### src/rtl/page_controller.sv
// Screen sequencer for the escape-room VGA game: walks TITLE -> PLAY -> GAP -> DONE,
// tracks the current level and muxes the three page renderers onto one rgb bus.
module page_controller #(
    parameter int NUM_LEVELS  = 3,
    parameter int GAP_FRAMES  = 120,
    parameter int DONE_FRAMES = 600,
    parameter int LVL_W       = 2
) (
    input  logic             clk,
    input  logic             reset,
    input  logic             btn_start,
    input  logic             level_done,
    input  logic             frame_tick,
    input  logic             video_on,
    input  logic [11:0]      rgb_title,
    input  logic [11:0]      rgb_game,
    input  logic [11:0]      rgb_done,
    output logic [11:0]      rgb,
    output logic [1:0]       page,
    output logic [LVL_W-1:0] level,
    output logic             game_en,
    output logic             level_start
);

    localparam int CNT_MAX = (GAP_FRAMES > DONE_FRAMES) ? GAP_FRAMES : DONE_FRAMES;
    localparam int CNT_W   = $clog2(CNT_MAX);

    localparam logic [CNT_W-1:0] GAP_LAST  = CNT_W'(GAP_FRAMES - 1);
    localparam logic [CNT_W-1:0] DONE_LAST = CNT_W'(DONE_FRAMES - 1);
    localparam logic [CNT_W-1:0] CNT_SAT   = '1;
    localparam logic [LVL_W-1:0] LVL_LAST  = LVL_W'(NUM_LEVELS - 1);

    typedef enum logic [1:0] {
        TITLE = 2'd0,
        PLAY  = 2'd1,
        GAP   = 2'd2,
        DONE  = 2'd3
    } state_t;

    state_t           state;
    state_t           state_next;
    logic [CNT_W-1:0] cnt;
    logic [CNT_W-1:0] cnt_next;
    logic [LVL_W-1:0] level_next;
    logic             level_start_next;

    logic btn_meta;
    logic btn_sync;
    logic btn_prev;
    logic start_p;

    function automatic logic [11:0] pixel_mux(input logic [1:0]  pg,
                                              input logic [11:0] pix_title,
                                              input logic [11:0] pix_game,
                                              input logic [11:0] pix_done);
        logic [11:0] pix;
        unique case (pg)
            2'd0:    pix = pix_title;
            2'd3:    pix = pix_done;
            default: pix = pix_game;
        endcase
        return pix;
    endfunction

    // Synchronizer stage: two flops into the clock domain plus one for edge detect
    always_ff @(posedge clk or posedge reset) begin
        if (reset) begin
            btn_meta <= 1'b0;
            btn_sync <= 1'b0;
            btn_prev <= 1'b0;
        end else begin
            btn_meta <= btn_start;
            btn_sync <= btn_meta;
            btn_prev <= btn_sync;
        end
    end

    assign start_p = btn_sync & ~btn_prev;

    always_comb begin
        state_next       = state;
        cnt_next         = cnt;
        level_next       = level;
        level_start_next = 1'b0;
        unique case (state)
            TITLE: begin
                if (start_p) begin
                    state_next       = PLAY;
                    level_next       = '0;
                    level_start_next = 1'b1;
                    cnt_next         = '0;
                end
            end
            PLAY: begin
                if (level_done) begin
                    cnt_next   = '0;
                    state_next = (level == LVL_LAST) ? DONE : GAP;
                end
            end
            GAP: begin
                if (frame_tick) begin
                    if (cnt == GAP_LAST) begin
                        state_next       = PLAY;
                        level_next       = (level == LVL_LAST) ? level : level + LVL_W'(1);
                        level_start_next = 1'b1;
                        cnt_next         = '0;
                    end else if (cnt != CNT_SAT) begin
                        cnt_next = cnt + CNT_W'(1);
                    end
                end
            end
            DONE: begin
                if (start_p || (frame_tick && cnt == DONE_LAST)) begin
                    state_next = TITLE;
                    level_next = '0;
                    cnt_next   = '0;
                end else if (frame_tick && cnt != CNT_SAT) begin
                    cnt_next = cnt + CNT_W'(1);
                end
            end
            default: state_next = TITLE;
        endcase
    end

    // Sequencer stage: page only follows state on frame boundaries
    always_ff @(posedge clk or posedge reset) begin
        if (reset) begin
            state       <= TITLE;
            cnt         <= '0;
            level       <= '0;
            level_start <= 1'b0;
            game_en     <= 1'b0;
            page        <= 2'd0;
        end else begin
            state       <= state_next;
            cnt         <= cnt_next;
            level       <= level_next;
            level_start <= level_start_next;
            game_en     <= (state_next == PLAY);
            if (frame_tick) begin
                page <= state;
            end
        end
    end

    // Pixel output stage
    always_ff @(posedge clk or posedge reset) begin
        if (reset) begin
            rgb <= 12'h000;
        end else begin
            rgb <= video_on ? pixel_mux(page, rgb_title, rgb_game, rgb_done) : 12'h000;
        end
    end

endmodule

### config.mk
export PLATFORM = sky130hd
export DESIGN_NAME = page_controller
export DESIGN_NICKNAME = d
export VERILOG_FILES = /design/src/rtl/page_controller.sv
export SDC_FILE = /design/constraint.sdc
export NUM_CORES = 1
export LEC_CHECK = 0
export BUFFER_PORTS_ARGS = -buffer_cell sky130_fd_sc_hd__buf_2
export CAP_MARGIN = 20
export CORE_ASPECT_RATIO = 0.9
export CORE_MARGIN = 2
export CORE_UTILIZATION = 40
export DETAILED_ROUTE_END_ITERATION = 6
export MAX_ROUTING_LAYER = met4
export PLACE_DENSITY = 0.66
export SLEW_MARGIN = 20
export SYNTH_ARGS = -nofsm -noshare
export SYNTH_HDL_FRONTEND = slang
export SYNTH_SLANG_ARGS = --single-unit
### constraint.sdc
create_clock -name clk -period 3.8 [get_ports clk]
set_input_delay 0.57 -clock clk [delete_from_list [all_inputs] [get_ports clk]]
set_output_delay 0.57 -clock clk [all_outputs]
set_load 0.02 [all_outputs]
==> results of run 1 <==
## power breakdown
group          internal (mW)  switching [mW]  total, mW  leakage [nW]
Sequential             0.434          0.0554      0.489         0.438
Combinational          0.243           0.372      0.615         0.594
Clock                  0.127           0.124      0.250        0.0450
Total                  0.803           0.551       1.35          1.08
## cells by family (layout without fill, tap and decap cells)
logic type	Yosys count	in the layout	synth area share
AND/OR/NAND/NOR	73	73	0.233
AO/OA/AOI/OAI	56	56	0.215
flip-flops	33	33	0.464
buffers and inverters	21	79	0.0548
adder cells (fa/ha/maj)	4	4	0.0281
multiplexers	1	1	0.00562
## final timing paths
path / to / slack, ns / startpoint / cells after the start
setup / recovery: cnt[4]$_DFFE_PP0P_ / 1.40 / cnt[3]$_DFFE_PP0P_ / 5
hold / removal: btn_sync$_DFF_PP0_ / 0.37 / btn_meta$_DFF_PP0_ / 0
setup reg to reg: cnt[4]$_DFFE_PP0P_ / 1.40 / cnt[3]$_DFFE_PP0P_ / 5
hold reg to reg: btn_sync$_DFF_PP0_ / 0.37 / btn_meta$_DFF_PP0_ / 0
max in group asynchronous: cnt[8]$_DFFE_PP0P_ / 2.70 / reset / 3
min in group asynchronous: rgb[4]$_DFF_PP0_ / 0.43 / reset / 2
## stage by stage
stage	utilization	hold WS (ns)	setup slack, ns
after detailed placement	0.481	0.350	1.40
after CTS	0.500	0.369	1.38
after floorplan	-	0.331	1.78
final	0.500	0.365	1.40
after global placement	0.481	0.361	1.46
after global routing	0.500	0.374	1.20
## cell usage after synthesis, drive strengths merged (2+ instances only)
cell type and count:
nand4 2, nor3 4, ha 4, nor2 6, o21ai 24, clkbuf 8
nand2 21, nand3 5, nand4b 2, or4b 2, and2 12, a22o 8
nor4 4, nor2b 5, buf 2, a21o 3, nand2b 4, inv 11
or3 2, dfrtp 33, o22ai 2, and3 3, a22oi 12
## registers in the layout, indices dropped and copies added (netlist names), 2 cells and up
signal	cells
rgb	12
cnt	10
page	2
level	2
state	2
## cells in the final DEF (no fill, tap or decap), types with 2 or more instances in the layout
cell type	count
nor2b_1	4
nand4b_1	2
clkinv_2	2
nor3_1	4
o21ai_0	24
a21o_1	3
nor4_1	3
or3_1	2
buf_2	59
and2_1	12
nor2_1	6
o22ai_1	2
a22oi_1	12
inv_1	11
ha_1	4
nand4_1	2
clkbuf_8	5
nand2_1	21
nand3_1	5
a22o_1	8
and3_1	2
dfrtp_1	33
nand2b_1	4
## cell type report
type / instances / share of cell area
Inverter: 11 / 0.0189
Clock inverter: 2 / 0.00458
Clock buffer: 6 / 0.0332
Tap cell: 62 / 0.0355
Sequential cell: 33 / 0.378
Timing Repair Buffer: 60 / 0.138
Multi-Input combinational cell: 134 / 0.392
## routing by layer
layer  routed length (µm)  part of all wire
met5                    0                 0
met4                   65             0.017
met3                  212             0.055
met2                 1820              0.48
met1                 1720              0.45
## worst max-delay path, cell delays in order (launching register included)
cell and delay, ns:
dfrtp_1 0.44, or4b_4 0.59, nor4_1 0.28, a211o_1 0.33
nor2b_2 0.47, a22o_1 0.22
==> metrics.txt, run 1 <==
RSZ-0062 raised after global routing=no; vias in the first global route=1583; die width=74.3 µm; CTS Buf Count=5; flops & latches, synth=33; Max IR drop VDD=0.307 mV; met3 usage=0.0418; number of vias per cell=5.04; clock skew=0.00442 ns; share of the synthesized area in the top cell type=0.464; Storage cell area=826 µm²; Critical Path Source Type=register; CTS Hold Bufs=0; vias=1551; leak pwr=1.08 nW; grt met1 use=0.217; Total Wirelength=3.83 mm; busiest grt layer=met2; Least-Margin Pin Slew=0.802 ns; fin area=2190 µm²; dpl cell area=2100 µm²; worst hold path class=reg -> reg; maximum number of pins on one net before global-route repair=25; Total GRT Usage=0.185; crit path DAT=2.62 ns; syn_area_per_cell=9.47 µm²; initial DRC count=113; Setup-failing EPs final=0; global-route wire length before repair=6.78 mm; CP endpoint kind=register; root buffer cell=clkbuf_8; Req. time, crit path=4.02 ns; Ant. Diodes=0; Max Slew Vio Count=0; Sink Count=33; GPL Wtd Cong=0.808; maximum fanout along the worst path=11; DP Wirelength=2.96 mm; leading area contributor after synthesis=dfrtp_1; # fillers=447; die area=5000 µm²; Finished Layout Cells=308; initial antenna violation count=0; clk buf depth=2; final antenna-violating net count=0; H-tree depth=2; post-cts resize count=0; DR WL/cell=12.4 µm; Slew Limit Headroom=0.464; setup TNS=0 ns; cells after synthesis=188; IO Port Bufs=59; area of the mapped netlist=1780 µm²; achievable frequency=417 MHz; CTS tree=done; layout cells sized above 1=0.301; top cells by area, synth=dfrtp_1 (46%), o21ai_0 (6.7%), a22oi_1 (5.1%); EDFF count, synth=0; Initial Util=0.407; Most used DFF post-synth=dfrtp_1; met2 global-route usage=0.295; Hold Fails Final Rpt=0; Period minus WS final=2.40 ns; Reg clk slew, reported paths=0.07 ns; die height=67.3 µm; router iterations before antenna repair=4; Multi-input gate area=857 µm²; grt ovf=0; row count=23; max cap viols=0; Syn Nets=234; power per standard cell area=619 nW/µm²; Layout Nets=291; ys async rst share=1.00; worst skew pair latency=0.29 ns; power consumption=1.35 mW; Placed Cells=300; io pins=60; postcts setup bufs=0; status=complete, no violations; Syn. warnings=0; critical setup path kind=reg -> reg; final worst-path cycle share=0.632; post-synthesis sequential area ratio=0.464; Synth-to-Final Area Change=22.8%; Synth cell types=38; Core Box Area=4370 µm²; drt drc=0
(Power assumes the default switching activity.)
==> run 2: changes to the inputs <==
==> constraint.sdc (replaced) <==
create_clock -name clk -period 2.4 [get_ports clk]
set_input_delay 0.36 -clock clk [delete_from_list [all_inputs] [get_ports clk]]
set_output_delay 0.36 -clock clk [all_outputs]
set_load 0.02 [all_outputs]
==> run 2 against run 1 <==
Sequential share of layout area decreased by 1.1 points. Largest cell class unchanged. Non-clock buffer count increased by 6. Critical path depth increased by 2. Worst setup slack got worse by 1.2 ns. Cell area increased by 3.0%. First-iteration DRC count increased by 11%. Clock power increased by 83%. Largest power group unchanged. Clock skew increased by 0.0011 ns.
==> metrics.txt, run 2 (synthesis gave the netlist of run 1 again) <==
final worst-path cycle share=0.928 (was 0.632); maximum number of pins on one net before global-route repair=34 (was 25); layout cells sized above 1=0.325 (was 0.301); setup TNS=0 ns (unchanged); vias in the first global route=1547 (was 1583); grt ovf=0 (unchanged); worst slack at placement=0.191 ns (was 1.40 ns); Period minus WS final=2.23 ns (was 2.40 ns); initial antenna violation count=0 (unchanged); status=complete, no violations (unchanged); achievable frequency=449 MHz (was 417 MHz); max cap viols=0 (unchanged); die height=67.3 µm (unchanged); drt drc=0 (unchanged); Seq pwr share=0.324 (was 0.361); CTS Hold Bufs=0 (unchanged); clk buf depth=2 (unchanged); Max Slew Vio Count=0 (unchanged); number of vias per cell=4.99 (was 5.04); die area=5000 µm² (unchanged); most frequent cells in the layout=buf_2 (59), dfrtp_1 (33), o21ai_0 (24) (unchanged); Clock Power Share=0.201 (was 0.185); Placed Cells=306 (was 300); GPL Wtd Cong=0.840 (was 0.808); global-route wire length before repair=6.62 mm (was 6.78 mm); Total Wirelength=3.80 mm (was 3.83 mm); most common cell after layout, fill and taps aside=buf_2 (unchanged); Pint=1.39 mW (was 0.803 mW); Req. time, crit path=2.57 ns (was 4.02 ns); DP Wirelength=2.81 mm (was 2.96 mm); RSZ-0062 raised after global routing=no (unchanged); Critical Path Source Type=register (unchanged); CP endpoint kind=register (unchanged); Ant. Diodes=0 (unchanged); Finished Layout Cells=314 (was 308); Least-Margin Pin Slew=0.582 ns (was 0.802 ns); combinational power share=0.475 (was 0.454); die width=74.3 µm (unchanged); Reg clk slew, reported paths=0.07 ns (about the same); Sink Count=33 (unchanged); row count=23 (unchanged); router iterations before antenna repair=4 (unchanged); CTS Buf Count=5 (unchanged); Largest regs=rgb (12), cnt (10) (unchanged); Synth-to-Final Area Change=26.5% (was 22.8%); Hold Fails Final Rpt=0 (unchanged); Max IR drop VDD=0.481 mV (was 0.307 mV); clock skew=0.00557 ns (was 0.00442 ns); Slew Limit Headroom=0.612 (was 0.464); Core Box Area=4370 µm² (unchanged); initial DRC count=125 (was 113); CTS tree=done (unchanged); maximum fanout along the worst path=9 (was 11); worst hold path class=in -> async (was reg -> reg); leak pwr=1.12 nW (was 1.08 nW); vias=1567 (was 1551); crit path DAT=2.40 ns (was 2.62 ns); P_sw=0.886 mW (was 0.551 mW); switch share=0.390 (was 0.407); Layout Nets=297 (was 291); final setup margin=0.174 ns (was 1.40 ns); root buffer cell=clkbuf_8 (unchanged); io pins=60 (unchanged); post-cts resize count=0 (unchanged); Setup-failing EPs final=0 (unchanged); IO Port Bufs=59 (unchanged); final antenna-violating net count=0 (unchanged); max reg flops=12 (unchanged); power per standard cell area=1010 nW/µm² (was 619 nW/µm²); H-tree depth=2 (unchanged); Total GRT Usage=0.178 (was 0.185); Initial Util=0.407 (unchanged); worst skew pair latency=0.28 ns (was 0.29 ns); utilization of the core after routing=0.515 (was 0.500); critical setup path kind=reg -> reg (unchanged); postcts setup bufs=0 (unchanged); DR WL/cell=12.1 µm (was 12.4 µm); Top reg by flops=rgb (unchanged)
run 2: per-stage QoR:
| step | cell area, µm² | hold slack [ns] | total power [mW] |
|---|---|---|---|
| final | 2250 | 0.155 | 2.27 |
| after global routing | 2250 | 0.171 | 2.46 |
| after CTS | 2250 | 0.168 | 2.29 |
| after detailed placement | 2150 | 0.353 | 1.83 |
| after global placement | 2150 | 0.354 | 1.82 |
| after floorplan | 1780 | 0.331 | 1.54 |
run 2: layout make-up:
type / count / area [µm²]
Multi-Input combinational cell: 134 / 858
Inverter: 11 / 41.3
Tap cell: 62 / 77.6
Fill cell: 412 / 2120
Clock inverter: 1 / 5.00
Timing Repair Buffer: 66 / 348
Sequential cell: 33 / 826
Clock buffer: 7 / 96.3
run 2: routing by layer:
| layer | wire length (µm) | vias up | global-route usage |
|---|---|---|---|
| met5 | 0 | - | - |
| met4 | 50 | 0 | 0.0737 |
| met2 | 1730 | 46 | 0.280 |
| met1 | 1780 | 715 | 0.217 |
| li1 | - | 801 | - |
| met3 | 238 | 5 | 0.0478 |
run 2: worst paths after layout:
kind | from | end | depth (start not counted) | slack, ns
worst min-delay path | reset | rgb[9]$_DFF_PP0_ | 3 | 0.15
worst max-delay path | cnt[1]$_DFFE_PP0P_ | cnt[8]$_DFFE_PP0P_ | 7 | 0.17
min in group clk | btn_start | btn_meta$_DFF_PP0_ | 1 | 0.19
worst max register to register | cnt[1]$_DFFE_PP0P_ | cnt[8]$_DFFE_PP0P_ | 7 | 0.17
max in group asynchronous | reset | rgb[10]$_DFF_PP0_ | 3 | 1.95
worst min register to register | btn_meta$_DFF_PP0_ | btn_sync$_DFF_PP0_ | 0 | 0.36
run 2: power groups by stage:
stage	logic [mW]	registers, mW	clock network (mW)
after CTS	1.09	0.737	0.469
final	1.08	0.736	0.457
after floorplan	0.657	0.883	0
after global routing	1.21	0.756	0.497
after global placement	1.07	0.745	0
after detailed placement	1.08	0.746	0
run 2: worst max-delay path, stage by stage, from the launching register on:
cell and delay, ns:
dfrtp_1 0.38, ha_1 0.23, nand4_1 0.16, or3_1 0.39
a211o_2 0.41, nor2b_2 0.18, buf_4 0.16, a22o_1 0.21
==> run 3: changes to the inputs <==
--- a/config.mk
+++ b/config.mk
@@ -12,7 +12,7 @@
 export CORE_UTILIZATION = 40
 export DETAILED_ROUTE_END_ITERATION = 6
 export MAX_ROUTING_LAYER = met4
-export PLACE_DENSITY = 0.66
+export PLACE_DENSITY_LB_ADDON = 0.2
 export SLEW_MARGIN = 20
 export SYNTH_ARGS = -nofsm -noshare
 export SYNTH_HDL_FRONTEND = slang
==> run 3 against run 2 <==
Clock power is essentially flat. Count of clock-buffer cells in the layout stayed put. Sequential share of layout area up 0.39 points. Die area did not move. Largest cell class unchanged.
==> metrics.txt, run 3 (synthesis gave the netlist of run 1 again) <==
# fillers=435 (was 412); root buffer cell=clkbuf_8 (unchanged); WL met1=1.81 mm (was 1.78 mm); clk buf depth=2 (unchanged); Ant. Diodes=0 (unchanged); Layout Nets=294 (was 297); Top reg by flops=rgb (unchanged); initial DRC count=87 (was 125); RSZ-0062 raised after global routing=no (unchanged); global-route wire length before repair=6.60 mm (was 6.62 mm); die area=5000 µm² (unchanged); Setup-failing EPs final=0 (unchanged); power consumption=2.25 mW (was 2.27 mW); post-cts resize count=0 (unchanged); final antenna-violating net count=0 (unchanged); final setup margin=0.251 ns (was 0.174 ns); CP endpoint kind=register (unchanged); vias in the first global route=1470 (was 1547); number of vias per cell=4.96 (was 4.99); io pins=60 (unchanged); status=complete, no violations (unchanged); most common cell after layout, fill and taps aside=buf_2 (unchanged); Req. time, crit path=2.62 ns (was 2.57 ns); CTS Buf Count=5 (unchanged); most frequent cells in the layout=buf_2 (59), dfrtp_1 (33), o21ai_0 (24) (unchanged); worst hold slack=0.157 ns (was 0.155 ns); vias=1542 (was 1567); routed wl met2=1.78 mm (was 1.73 mm); maximum number of pins on one net before global-route repair=34 (unchanged); Sink Count=33 (unchanged); max cap viols=0 (unchanged); worst hold path class=in -> async (unchanged); Max IR drop VDD=0.405 mV (was 0.481 mV); row count=23 (unchanged); Hold Fails Final Rpt=0 (unchanged); H-tree depth=2 (unchanged); Storage cell area=826 µm² (unchanged); Total Wirelength=3.86 mm (was 3.80 mm); DP Wirelength=2.88 mm (was 2.81 mm); Multi-input gate area=857 µm² (was 858 µm²); IO Port Bufs=59 (unchanged); initial antenna violation count=0 (unchanged); met3 wire length=210 µm (was 238 µm); Largest regs=rgb (12), cnt (10) (unchanged); drt drc=0 (unchanged); Core Box Area=4370 µm² (unchanged); final worst-path cycle share=0.896 (was 0.928); Least-Margin Pin Slew=0.572 ns (was 0.582 ns); achievable frequency=465 MHz (was 449 MHz); CTS tree=done (unchanged); layout cells sized above 1=0.313 (was 0.325); clock skew=0.00150 ns (was 0.00557 ns); Initial Util=0.407 (unchanged); CTS Hold Bufs=0 (unchanged); grt ovf=0 (unchanged); Synth-to-Final Area Change=25.2% (was 26.5%); utilization of the core after routing=0.509 (was 0.515); Total GRT Usage=0.177 (was 0.178); max reg flops=12 (unchanged); reg2reg setup slack=0.25 ns (was 0.17 ns); maximum fanout along the worst path=10 (was 9); GPL Wtd Cong=0.856 (was 0.840); die width=74.3 µm (unchanged); Critical Path Source Type=register (unchanged); Period minus WS final=2.15 ns (was 2.23 ns); Slew Limit Headroom=0.618 (was 0.612); router iterations before antenna repair=4 (unchanged); Max Slew Vio Count=0 (unchanged); worst skew pair latency=0.28 ns (about the same); setup TNS=0 ns (unchanged); critical setup path kind=reg -> reg (unchanged); leak pwr=1.10 nW (was 1.12 nW); die height=67.3 µm (unchanged); power per standard cell area=1010 nW/µm² (about the same); Reg clk slew, reported paths=0.07 ns (about the same); max layer used=met4 (unchanged); worst slack at placement=0.252 ns (was 0.191 ns); DR WL/cell=12.4 µm (was 12.1 µm); postcts setup bufs=0 (unchanged); crit path DAT=2.37 ns (was 2.40 ns)
[run 3: power by group]
part | switching, mW | internal (mW)
Combinational | 0.628 | 0.417
Sequential | 0.0566 | 0.687
Clock | 0.199 | 0.259
Total | 0.884 | 1.36
[run 3: final cells by class]
| class | count | share of cell area |
|---|---|---|
| inverters | 11 | 0.0185 |
| well taps | 62 | 0.0348 |
| flip-flops and latches | 33 | 0.371 |
| multi-input cells | 134 | 0.385 |
| clock buffers | 7 | 0.0432 |
| repair buffers | 63 | 0.146 |
| clock inverters | 1 | 0.00225 |
[run 3: final timing paths]
kind                       cells after the start            endpoint               start
max                                            5  cnt[6]$_DFFE_PP0P_  cnt[3]$_DFFE_PP0P_
max in group asynchronous                      3  cnt[8]$_DFFE_PP0P_               reset
min in group clk                               1  btn_meta$_DFF_PP0_           btn_start
min reg2reg                                    0  btn_sync$_DFF_PP0_  btn_meta$_DFF_PP0_
max reg2reg                                    5  cnt[6]$_DFFE_PP0P_  cnt[3]$_DFFE_PP0P_
min                                            3  btn_meta$_DFF_PP0_               reset
[run 3: stage by stage]
stage / cell area (µm²) / instances
floorplan: 1780 / 188
global placement: 2130 / 303
detailed placement: 2130 / 303
CTS: 2230 / 311
global route: 2230 / 311
finish: 2230 / 311
[run 3: metal layers]
metal,global-route usage,up-vias
met2,0.285,54
met5,-,-
met3,0.0418,5
met1,0.218,691
li1,-,792
met4,0.0670,0
[run 3: critical path, cell delays in order, from the launching register on]
cell and delay [ns]:
dfrtp_1 0.43, or4b_4 0.59, nor4_1 0.28, a211o_1 0.15, nor2b_2 0.42, a22o_1 0.23
